<file path="config.mk">
export PLATFORM = sky130hd
export DESIGN_NAME = booth_mult_unit
export DESIGN_NICKNAME = d
export VERILOG_FILES = /design/src/rtl/booth_mult_unit.sv
export SDC_FILE = /design/constraint.sdc
export NUM_CORES = 1
export LEC_CHECK = 0
export ABC_AREA = 0
export BUFFER_PORTS_ARGS = -buffer_cell sky130_fd_sc_hd__buf_2
export CORE_ASPECT_RATIO = 2
export CORE_MARGIN = 1.5
export CORE_UTILIZATION = 46
export CTS_BUF_LIST = sky130_fd_sc_hd__clkbuf_16
export CTS_CLUSTER_DIAMETER = 120
export DETAILED_ROUTE_END_ITERATION = 10
export PLACE_DENSITY = 0.66
export SETUP_SLACK_MARGIN = 0.4
export SLEW_MARGIN = 40
export SYNTH_ARGS = -nofsm -noshare
export SYNTH_HDL_FRONTEND = slang
export SYNTH_SLANG_ARGS = --single-unit
export TNS_END_PERCENT = 100
</file>
<file path="constraint.sdc">
create_clock -name clk -period 8.2 [get_ports clk]
set_clock_uncertainty 0.2 [all_clocks]
set_input_delay 0 -clock clk [delete_from_list [all_inputs] [get_ports clk]]
set_output_delay 0 -clock clk [all_outputs]
set_load 0.02 [all_outputs]
</file>
<file path="src/rtl/booth_mult_unit.sv">
// booth_mult_unit: multi-cycle signed multiplier (radix-2 Booth).
// It retires one Booth iteration per clock. The full 2*WIDTH-bit product is
// presented on hi/lo with a one-cycle done pulse, WIDTH cycles after start
// is accepted.
module booth_mult_unit #(
    parameter int WIDTH = 32
) (
    input  logic             clk,
    input  logic             reset,
    input  logic [WIDTH-1:0] a,
    input  logic [WIDTH-1:0] b,
    input  logic             start,
    output logic             busy,
    output logic             done,
    output logic [WIDTH-1:0] hi,
    output logic [WIDTH-1:0] lo
);

    localparam int CW = $clog2(WIDTH) + 1;
    localparam logic [CW-1:0] CNT_INIT = CW'(WIDTH);
    localparam logic [CW-1:0] CNT_ONE  = CW'(1);

    typedef enum logic [1:0] {
        ST_IDLE = 2'd0,
        ST_RUN  = 2'd1,
        ST_DONE = 2'd2
    } state_t;

    state_t           state_r;
    state_t           state_n_s;
    logic             accept_s;
    logic             last_iter_s;

    // Booth datapath: the accumulator carries one extra sign bit so that the
    // most negative multiplicand can be subtracted without overflow.
    logic [WIDTH:0]   acc_r;
    logic [WIDTH:0]   m_r;
    logic [WIDTH-1:0] q_r;
    logic             q1_r;
    logic [CW-1:0]    count_r;
    logic [WIDTH-1:0] hi_r;
    logic [WIDTH-1:0] lo_r;
    logic             busy_r;
    logic             done_r;

    logic [WIDTH:0]   sum_s;
    logic [WIDTH:0]   acc_sh_s;
    logic [WIDTH-1:0] q_sh_s;
    logic             q1_sh_s;

    // State register.
    always_ff @(posedge clk or posedge reset) begin
        if (reset) begin
            state_r <= ST_IDLE;
        end else begin
            state_r <= state_n_s;
        end
    end

    // Next-state logic and start acceptance (start counts only in IDLE or DONE).
    always_comb begin
        state_n_s   = state_r;
        accept_s    = 1'b0;
        last_iter_s = 1'b0;
        case (state_r)
            ST_IDLE: begin
                if (start) begin
                    state_n_s = ST_RUN;
                    accept_s  = 1'b1;
                end else begin
                    state_n_s = ST_IDLE;
                end
            end
            ST_RUN: begin
                if (count_r == CNT_ONE) begin
                    state_n_s   = ST_DONE;
                    last_iter_s = 1'b1;
                end else begin
                    state_n_s = ST_RUN;
                end
            end
            ST_DONE: begin
                if (start) begin
                    state_n_s = ST_RUN;
                    accept_s  = 1'b1;
                end else begin
                    state_n_s = ST_IDLE;
                end
            end
            default: begin
                state_n_s = ST_IDLE;
            end
        endcase
    end

    // One Booth step: conditional add/subtract of m, then arithmetic shift of {acc,Q,q_1}.
    always_comb begin
        sum_s = acc_r;
        case ({q_r[0], q1_r})
            2'b01:   sum_s = acc_r + m_r;
            2'b10:   sum_s = acc_r - m_r;
            default: sum_s = acc_r;
        endcase
        acc_sh_s = {sum_s[WIDTH], sum_s[WIDTH:1]};
        q_sh_s   = {sum_s[0], q_r[WIDTH-1:1]};
        q1_sh_s  = q_r[0];
    end

    // Operand load on accepted start, iteration during RUN, otherwise hold.
    always_ff @(posedge clk or posedge reset) begin
        if (reset) begin
            acc_r   <= {(WIDTH+1){1'b0}};
            m_r     <= {(WIDTH+1){1'b0}};
            q_r     <= {WIDTH{1'b0}};
            q1_r    <= 1'b0;
            count_r <= {CW{1'b0}};
        end else if (accept_s) begin
            acc_r   <= {(WIDTH+1){1'b0}};
            m_r     <= {a[WIDTH-1], a};
            q_r     <= b;
            q1_r    <= 1'b0;
            count_r <= CNT_INIT;
        end else if (state_r == ST_RUN) begin
            acc_r   <= acc_sh_s;
            q_r     <= q_sh_s;
            q1_r    <= q1_sh_s;
            count_r <= count_r - CNT_ONE;
        end else begin
            acc_r   <= acc_r;
            m_r     <= m_r;
            q_r     <= q_r;
            q1_r    <= q1_r;
            count_r <= count_r;
        end
    end

    // Result registers: capture the shifted product on the final iteration only.
    always_ff @(posedge clk or posedge reset) begin
        if (reset) begin
            hi_r <= {WIDTH{1'b0}};
            lo_r <= {WIDTH{1'b0}};
        end else if (last_iter_s) begin
            hi_r <= acc_sh_s[WIDTH-1:0];
            lo_r <= q_sh_s;
        end else begin
            hi_r <= hi_r;
            lo_r <= lo_r;
        end
    end

    // Status flags registered from the next state so they track state exactly.
    always_ff @(posedge clk or posedge reset) begin
        if (reset) begin
            busy_r <= 1'b0;
            done_r <= 1'b0;
        end else begin
            busy_r <= (state_n_s == ST_RUN);
            done_r <= (state_n_s == ST_DONE);
        end
    end

    assign busy = busy_r;
    assign done = done_r;
    assign hi   = hi_r;
    assign lo   = lo_r;

endmodule

</file>
Word level (Yosys, flattened, before mapping). Index checks and enable logic that the tools add are counted.

Multiplexer cells: 16. Equality and inequality tests: 7. Add/subtract/negate cells: 3. Reduce and logical (&&, ||, !) cells: 3.

Operators with widths (number): $mux 33 (2); $pmux 33 s2 (1); $mux 32 (2); $add 33x33->33 (1); $sub 33x33->33 (1); $mux 6 (2); $mux 1 (7); $eq 2x1->1 const B (3); $eq 2x2->1 const B (3); $eq 6x1->1 const B (1); $sub 6x1->6 const B (1); $pmux 2 s2 (1); $logic_not 2->1 (1); $mux 2 (1); $reduce_bool 2->1 (1); $reduce_or 2->1 (1).

Output and inout bits: 66. Input bits: 67. Logic and storage cells: 39. Register bits: 172.

Longest topological paths before layout. Gate-level depths: netlist of the first run.

Depth after elaboration: 4. Gate-level depth with buffers: 18. Depth with buffers taken out: 17.

Worst setup path before layout of the first run. No wires, ideal clock.

Path kind: register -> register. Start point: register m_r[15]. End point: register acc_r[31]. Arrival time: 4305 ps. Cell stages (with the launch flop): 17. Required time: 7931 ps. Library setup time: 69 ps. Buffers on the path: 1. Period minus slack after synthesis: 4574 ps. Path slack: 3626 ps. Path through: dfrtp_1 -> or4_4 -> or3_4 -> nor4_1 -> a21oi_1 -> xnor2_1 -> ha_1 -> clkbuf_1 -> o21ai_0 -> o21ai_0 -> a31o_2 -> nor3_1 -> a21oi_1 -> o41ai_1 -> xor2_2 -> or4_2 -> nand3_1.

Longest elaborated chain between the ends: 4. Elaborated cells between the ends (all ways): 5. Classes of those cells: add/sub (2); mux (3).

RTL lines: from (decl) (RTL line 37) `logic [WIDTH:0] m_r;`; from (signal assigned) (RTL line 113) `m_r <= {(WIDTH+1){1'b0}};`; from (signal assigned) (RTL line 119) `m_r <= {a[WIDTH-1], a};`; from (signal assigned) (RTL line 130) `m_r <= m_r;`; $sub 33x33->33 or $add 33x33->33 (tied branches) (RTL line 101, 100); $pmux 33 s2 (*) (RTL line 99) `case ({q_r[0], q1_r})`; $mux 33 (*) (RTL line 123) `end else if (state_r == ST_RUN) begin`; $mux 33 (*) (RTL line 117) `end else if (accept_s) begin`; to (signal assigned) (RTL line 118) `acc_r <= {(WIDTH+1){1'b0}};`; to (signal assigned) (RTL line 124) `acc_r <= acc_sh_s;`; to (signal assigned) (RTL line 129) `acc_r <= acc_r;`; to (decl) (RTL line 36) `logic [WIDTH:0] acc_r;`.

Mark *: on every way between the ends. The rest lies on a longest branch, timed or not. The select of a mux whose other input is x is not followed. A chain may end at the register's enable or synchronous reset.

Worst setup path in the final report of the first run.
Start point: register m_r[3]. End point: register acc_r[31].

Same word-level chain as after synthesis.

==> metrics, run 1 <==
Yosys reg bits 171; # rows 73; crit path capture type flip-flop; Setup CP Type reg -> reg; syn_area_per_cell 8.59 um2; ANT cells 0; final slew viol count 0; Data required, critical path 8.37 ns; Fillers 1910; total CTS buffers 17; Post-Syn Area 0.00933 mm2; asr flop ratio synth 100%; share of layout cells above drive strength 1 15.3%; Ys Warns 0; ANT nets after route 0; final wirelength 25000 um; Overall Global Routing Usage 24.5%; Worst setup SP type flip-flop; main flop type after synthesis dfrtp_1; max_cap viols 0; Final Net Count 1359; IO Port Bufs 132; max layer used met4; post-route cell area 0.0115 mm2; Synth cell types 62; Core ar. 0.0199 mm2; Fin. Hold Viols 0; first-pass GRT wire length 40900 um; DR iter-0 viols 330; crit path time final 5.09 ns; I/O Pins 133; routed via count 8219; status finished clean; Worst EP arrival 5.27 ns; actual slew at the worst max-slew pin 0.792 ns; Die H 204 um; largest net degree at the start of global routing 80; GP Congestion 0.887; maximum clock insertion buffer count 2; DR WL/cell 16.3 um; wire length on met2 13300 um; drt pass-1 iters 5; Post-synth EDFFs 0; sequential area share after synthesis 45.9%; Final HPWL DP 16600 um; Mapped Nets 1190; DRC Markers 0; RSZ-0062 raised after global routing no; WL met3 915 um; htree depth 4; number of global-route vias before repair 8273; # clock sinks 171; CTS tree yes; setup TNS 0 ns; top cells by area, synth dfrtp_1 (46%), nand2_1 (14%), ha_1 (4.8%); Synth top cells by count nand2_1 (336), dfrtp_1 (171), o21ai_0 (64), nor2_1 (56), clkbuf_1 (53); DIE AREA 0.0212 mm2; initial antenna violation count 0; CTS Root Cell clkbuf_16; die width 104 um; Remaining Overflow, GRT 0; clock-pin slew on the worst setup and hold paths 0.07 ns; worst min-delay path category in -> reg; DR vias/cell 5.38; relative slew slack 46.9%; post-synth top area share 45.9%; most numerous cell in the Yosys netlist nand2_1; Max FO, Critical Path 10; Mapped Cells 1086; Final Cycle Share 62.1%; M1 WL 10100 um; clock latency on the worst-skew pair 0.44 ns; Final setup viols 0; number of gates resized after cts 0; Area growth syn-to-layout 22.8%; Max Clock Freq 196 MHz; placed inst area 0.0102 mm2; Initial Utilization 46.8%; leading area contributor after synthesis dfrtp_1
cells by family after synthesis:
group | Yosys count | share of synthesized area, %
AND/OR/NAND/NOR | 500 | 22.8
multiplexers | 19 | 2.13
flip-flops | 171 | 45.9
XOR/XNOR | 55 | 5.24
adder cells (fa/ha/maj) | 37 | 5.04
buffers and inverters | 81 | 3.37
AO/OA/AOI/OAI | 223 | 15.5
layer usage:
layer / GRT usage [%] / up-vias
met5: 0 / -
met4: 9.67 / 0
met3: 4.30 / 33
met2: 45.0 / 166
met1: 28.1 / 3966
li1: - / 4054
metrics by stage:
| stage | util (%) | hold slack, ns | cells | worst slack, ns |
|---|---|---|---|---|
| finish | 57.5 | 0.0841 | 1527 | 3.11 |
| global route | 57.5 | 0.0890 | 1527 | 2.64 |
| CTS | 57.5 | 0.0753 | 1527 | 3.08 |
| detailed placement | 51.2 | -0.149 | 1430 | 3.12 |
| global placement | 51.1 | -0.158 | 1430 | 3.22 |
| floorplan | - | -0.0946 | 1086 | 3.37 |
worst max-delay path, cell delays in order, from the launching register on:
cell and delay (ns):
dfrtp_1 0.42, nor3_1 0.30, nand2_1 0.12, nor3b_1 0.40, nand2_1 0.22, nor4_1 0.58, a21oi_1 0.17, xnor2_1 0.15
ha_1 0.39, o21ai_0 0.12, o21ai_0 0.10, a31o_2 0.26, nor3_1 0.14, a21oi_1 0.11, o41ai_1 0.49, xor2_2 0.20
or4_2 0.56, nand3_1 0.10
state kept, by name (all words and copies together), names as in the netlist, 2 cells and up:
name	cells
acc_r	32
hi	32
lo	32
m_r	32
q_r	32
count_r	6
state_r	2
final timing paths:
kind	start	end	slack, ns	depth (start not counted)
hold / removal	a[9]	m_r[9]	0.08	4
hold reg to reg	hi[19]	hi[19]	0.27	2
min in group asynchronous	reset	hi[9]	0.55	4
max in group asynchronous	reset	acc_r[28]	6.28	5
setup / recovery	m_r[3]	acc_r[31]	3.11	17
setup reg to reg	m_r[3]	acc_r[31]	3.11	17
cells in the final DEF (no fill, tap or decap), types with 7 or more instances in the layout:
| master | Yosys | routed |
|---|---|---|
| a31oi_1 | 7 | 7 |
| a22o_1 | 16 | 16 |
| nor3_1 | 25 | 25 |
| xor2_1 | 13 | 13 |
| o211ai_1 | 8 | 8 |
| ha_1 | 36 | 36 |
| nand2b_1 | 8 | 7 |
| nand2_1 | 336 | 335 |
| a21o_1 | 17 | 17 |
| inv_1 | 22 | 20 |
| a21oi_1 | 45 | 45 |
| mux2_2 | 7 | 7 |
| dlygate4sd3_1 | 0 | 68 |
| nand3_1 | 23 | 23 |
| nor4_1 | 8 | 8 |
| mux2i_1 | 12 | 12 |
| dfrtp_1 | 171 | 171 |
| a22oi_1 | 32 | 32 |
| o21ai_0 | 64 | 64 |
| xnor2_1 | 41 | 41 |
| buf_2 | 2 | 132 |
| nor2_1 | 56 | 55 |
| clkbuf_16 | 0 | 17 |
| and3_1 | 12 | 12 |
repair_timing:
action / CTS / global route
setup buffers: 0 / 0
hold buffers: 68 / 0
endpoints found under the hold margin: 192 / 0
area by class of cell:
class                      count  area, um2  area share (%)
clock inverter                12        153            1.33
inverter                      22       90.1           0.786
sequential                   171       4280            37.3
timing repair buffer         209       1420            12.4
multi-input combinational    834       4760            41.6
clock buffer                  17        425            3.71
tap                          262        328            2.86
Power of run 1 is left out: the tool's default activity adds up to more than one toggle a clock period on the data nets, which glitch-free logic cannot reach.
==> inputs of run 2 (changes only) <==
==> constraint.sdc (replaced) <==
create_clock -name clk -period 4.8 [get_ports clk]
set_clock_uncertainty 0.2 [all_clocks]
set_input_delay 0 -clock clk [delete_from_list [all_inputs] [get_ports clk]]
set_output_delay 0 -clock clk [all_outputs]
set_load 0.02 [all_outputs]
==> run 2 against run 1 <==
Net effect:
- fmax up 16%
- global-route usage up 0.59 points
- first-iteration DRC count up 15%
- worst setup slack worse by 2.7 ns
- critical path type unchanged
- largest cell class unchanged
- highest routed layer unchanged
==> metrics, run 2 (synthesis gave the netlist of run 1 again) <==
Overall Global Routing Usage 25.1% (+0.59 points); Worst EP arrival 4.55 ns (-0.72 ns); Remaining Overflow, GRT 0 (unchanged); initial antenna violation count 0 (unchanged); setup TNS 0 ns (unchanged); worst min-delay path category in -> reg; RSZ-0062 raised after global routing yes; CP endpoint acc_r[31]; reg-to-reg startpoint m_r[15]; number of global-route vias before repair 8451 (+2.2%); max_cap viols 0 (unchanged); crit path capture type flip-flop; Worst Setup SP m_r[15]; commonest non-fill, non-tap cell in the layout nand2_1; htree depth 4 (unchanged); DR vias/cell 5.37 (-0.17%); post-route setup slack 0.426 ns (-2.68 ns); Setup CP Type reg -> reg; Buf/Inv on CP 1 (+1); share of layout cells above drive strength 1 19.7% (+4.4 points); GP Congestion 0.893 (+0.65%); Core ar. 0.0199 mm2 (unchanged); Worst R2R Setup Slack 0.43 ns (-2.68 ns); CTS Root Cell clkbuf_16; post-route cell area 0.0119 mm2 (+3.6%); final wirelength 25900 um (+3.7%); Die H 204 um (unchanged); die width 104 um (unchanged); CP peak stage delay 0.55 ns (-0.03 ns); routed via count 8350 (+1.6%); clock latency on the worst-skew pair 0.44 ns (about the same); hold depth 4 (unchanged); Crit path max-delay family simple AND/OR/NAND/NOR gates; relative slew slack 43.7% (-3.1 points); final slew viol count 0 (unchanged); Max FO, Critical Path 5 (-5); total CTS buffers 17 (unchanged); Area growth syn-to-layout 27.2%; reg-to-reg critical path endpoint acc_r[31]; IO Port Bufs 132 (unchanged); clock-pin slew on the worst setup and hold paths 0.07 ns (about the same); Fin. Hold Viols 0 (unchanged); first-pass GRT wire length 42200 um (+3.0%); status finished clean; actual slew at the worst max-slew pin 0.843 ns (+0.0511 ns); Final HPWL DP 17400 um (+5.0%); Worst R2R Path Depth 16 (-1); I/O Pins 133 (unchanged); # clock sinks 171 (unchanged); crit path time final 4.37 ns (-0.721 ns); CTS tree yes; DP Worst Slack 0.191 ns (-2.93 ns); most frequent cells in the layout nand2_1 (334), dfrtp_1 (170), buf_2 (132); # rows 73 (unchanged); Final Cycle Share 91.1% (+29 points); critical path's slowest cell or4_4; DRC Markers 0 (unchanged); DR WL/cell 16.7 um (+1.9%); placed inst area 0.0103 mm2 (+1.2%); largest net degree at the start of global routing 118 (+48%); ANT cells 0 (unchanged); maximum clock insertion buffer count 2 (unchanged); Max Clock Freq 229 MHz (+16%); DIE AREA 0.0212 mm2 (unchanged); number of cells on the critical path 16 (-1); Final Net Count 1384 (+1.8%); Initial Utilization 46.8% (unchanged); Worst setup SP type flip-flop; ANT nets after route 0 (unchanged); drt pass-1 iters 5 (unchanged); worst path cell trace or4_4 > or3_4 > nor4_4 > a21oi_2 > xnor2_2 > ha_4 > o21ai_0 > o21ai_1 > a31o_2 > nor3_2 > a21oi_2 > o41ai_4 > xor2_2 > buf_4 > or4_4 > nand3_2; Data required, critical path 4.98 ns (-3.39 ns); Final setup viols 0 (unchanged); DR iter-0 viols 378 (+15%)
[run 2: cell count changes in the layout (fill, tap and decap cells not counted), moves of 4 or more]
cell        previous run  this run
buf_4                  6        29
nor3_2                 0         5
nor4_1                 8         3
clkinvlp_4             1         5
a21oi_1               45        38
a21oi_2                1         7
nor3_1                25        19
[run 2: final cells by class]
| cell class | count | area [um2] |
|---|---|---|
| Clock buffer | 17 | 425 |
| Tap cell | 262 | 328 |
| Fill cell | 1834 | 8050 |
| Inverter | 22 | 86.3 |
| Multi-Input combinational cell | 834 | 5020 |
| Clock inverter | 14 | 85.1 |
| Timing Repair Buffer | 234 | 1640 |
| Sequential cell | 171 | 4280 |
[run 2: through the flow]
step / hold WS [ns] / instances / util [%]
finish: 0.0837 / 1554 / 59.6
CTS: 0.0651 / 1549 / 58.4
global route: 0.0871 / 1554 / 59.6
global placement: -0.203 / 1438 / 51.6
floorplan: -0.0946 / 1086 / -
detailed placement: -0.196 / 1440 / 51.8
[run 2: how the worst min path moves through the flow]
stage | from | to | slack (ns)
final | a[9] | m_r[9] | 0.08
after global routing | a[30] | m_r[30] | 0.09
after CTS | a[5] | m_r[5] | 0.07
after detailed placement | reset | m_r[5] | -0.20
after global placement | reset | m_r[5] | -0.20
after floorplan | a[10] | m_r[10] | -0.09
[run 2: worst reg2reg max path: stages (launching register included)]
cell	delay, ns
dfrtp_1	0.38
or4_4	0.55
or3_4	0.41
nor4_4	0.43
a21oi_2	0.13
xnor2_2	0.24
ha_4	0.24
o21ai_0	0.07
o21ai_1	0.08
a31o_2	0.26
nor3_2	0.17
a21oi_2	0.10
o41ai_4	0.27
xor2_2	0.14
buf_4	0.15
or4_4	0.41
nand3_2	0.08
[run 2: what timing repair did]
item	4_1_cts	5_1_grt
pin swaps	8	18
setup endpoints to repair	13	22
setup buffers	8	5
resized for setup	12	39
endpoints found under the hold margin	243	0
hold buffers	70	0
[run 2: layer usage]
metal  part of all wire, %  routed length [um]  global-route usage [%]
met1                    39               10000                    28.0
met5                     0                   0                       0
met4                   3.0                 768                    9.28
met2                    54               13900                    46.8
met3                   4.4                1150                    5.04
Power of run 2 is left out for the same reason.
==> inputs of run 3 (changes only) <==
==> constraint.sdc (replaced) <==
create_clock -name clk -period 5 [get_ports clk]
set_clock_uncertainty 0.2 [all_clocks]
set_input_delay 0 -clock clk [delete_from_list [all_inputs] [get_ports clk]]
set_output_delay 0 -clock clk [all_outputs]
set_load 0.02 [all_outputs]
==> run 3 against run 2 <==
Net effect:
- flip-flop and latch count did not move
- first-iteration DRC count fell by 16%
- hold slack worse by 0.060 ns
- non-clock buffer count rose by 31
- die area unchanged
- worst setup slack worse by 0.15 ns
- critical endpoint is now hi[31]
- highest routed layer unchanged
==> metrics, run 3 (synthesis gave the netlist of run 1 again) <==
Worst setup SP type flip-flop; worst min-delay path category in -> async; number of global-route vias before repair 8652 (+2.4%); ANT cells 0 (unchanged); Data required, critical path 5.17 ns (+0.19 ns); GP Congestion 0.898 (+0.59%); Max Clock Freq 212 MHz (-7.5%); final slew viol count 0 (unchanged); Remaining Overflow, GRT 0 (unchanged); die width 104 um (unchanged); initial antenna violation count 0 (unchanged); clock latency on the worst-skew pair 0.45 ns (about the same); DR iter-0 viols 319 (-16%); DIE AREA 0.0212 mm2 (unchanged); DR vias/cell 5.34 (-0.60%); Core ar. 0.0199 mm2 (unchanged); Die H 204 um (unchanged); routed via count 8471 (+1.4%); commonest non-fill, non-tap cell in the layout nand2_1; most frequent cells in the layout nand2_1 (335), dfrtp_1 (170), buf_2 (132); first-pass GRT wire length 42200 um (about the same); actual slew at the worst max-slew pin 0.803 ns (-0.0394 ns); maximum clock insertion buffer count 2 (unchanged); DRC Markers 0 (unchanged); crit path capture type flip-flop; Util after Layout 60.9% (+1.3 points); largest net degree at the start of global routing 94 (-20%); share of layout cells above drive strength 1 18.4% (-1.4 points); final wirelength 25600 um (-1.1%); clock-pin slew on the worst setup and hold paths 0.07 ns (about the same); Final Net Count 1415 (+2.2%); Setup CP Type reg -> reg; Final Cycle Share 94.5% (+3.4 points); Area growth syn-to-layout 30.0%; IO Port Bufs 132 (unchanged); Hold Slack 0.0233 ns (-0.0605 ns); max_cap viols 0 (unchanged); status finished clean; crit path time final 4.73 ns (+0.353 ns); CTS Root Cell clkbuf_16; Initial Utilization 46.8% (unchanged); total CTS buffers 17 (unchanged); RSZ-0062 raised after global routing yes; Final HPWL DP 16600 um (-4.9%); relative slew slack 46.1% (+2.4 points); CTS tree yes; htree depth 4 (unchanged); Max FO, Critical Path 5 (unchanged); # rows 73 (unchanged); drt pass-1 iters 5 (unchanged); Fin. Hold Viols 0 (unchanged); # clock sinks 171 (unchanged); Overall Global Routing Usage 25.1% (-0.033 points); Final setup viols 0 (unchanged); DR WL/cell 16.1 um (-3.1%); setup TNS 0 ns (unchanged); I/O Pins 133 (unchanged); ANT nets after route 0 (unchanged); Worst EP arrival 4.90 ns (+0.35 ns)
run 3: cell types whose count changed in the layout (fill, tap and decap cells not counted), moves of 3 or more:
| cell | delta |
|---|---|
| dlygate4sd3_1 | +36 |
| buf_4 | -5 |
| a21oi_1 | +4 |
| inv_1 | -4 |
| a21oi_2 | -3 |
| clkinv_4 | +3 |
| clkinvlp_4 | -3 |
| inv_6 | +3 |
| nor3_1 | +3 |
| nor3_2 | -3 |
| nor4_1 | +3 |
run 3: critical path, stage by stage (launching register included):
cell and delay [ns]:
dfrtp_2 0.45, or4_4 0.56, or3_4 0.44, nor4_4 0.37
a21oi_2 0.11, xnor2_1 0.24, ha_2 0.36, o21ai_2 0.15
nand2b_1 0.07, a31o_2 0.27, nor3_2 0.20, a21oi_2 0.09
o41ai_2 0.30, buf_4 0.19, xor2_4 0.09, or3_4 0.41
a31oi_4 0.16
run 3: layer usage:
| layer | track usage [%] | share of wire (%) |
|---|---|---|
| met3 | 4.82 | 4.2 |
| met5 | 0 | 0 |
| met1 | 28.3 | 40 |
| met4 | 9.67 | 2.3 |
| met2 | 46.3 | 53 |
run 3: metrics by stage:
step / area [um2] / setup slack (ns) / instances
final: 12100 / 0.273 / 1586
after global routing: 12100 / 0.0805 / 1586
after CTS: 11900 / 0.437 / 1575
after detailed placement: 10300 / 0.254 / 1437
after global placement: 10200 / 0.352 / 1436
after floorplan: 9330 / 0.426 / 1086
run 3: repair_timing:
action	4_1_cts	5_1_grt
setup buffers	0	11
setup endpoints to repair	3	18
endpoints found under the hold margin	204	0
gates resized for setup	3	35
hold buffers	106	0
pin swaps	1	17
run 3: cell type report:
type | instances | area, um2
sequential | 171 | 4280
clock buffer | 17 | 425
fill | 1858 | 7790
tap | 262 | 328
multi-input combinational | 834 | 4920
inverter | 22 | 88.8
timing repair buffer | 265 | 1960
clock inverter | 15 | 115
run 3: path summary, 6_finish.rpt:
kind / from / end / slack (ns) / cells after the start
worst min-delay path: reset / m_r[5] / 0.02 / 4
min in group clk: b[15] / q_r[15] / 0.10 / 4
max in group asynchronous: reset / acc_r[31] / 3.75 / 5
worst min register to register: hi[6] / hi[6] / 0.27 / 2
worst max-delay path: m_r[13] / hi[31] / 0.27 / 16
worst max register to register: m_r[13] / hi[31] / 0.27 / 16
Power of run 3 is left out for the same reason.
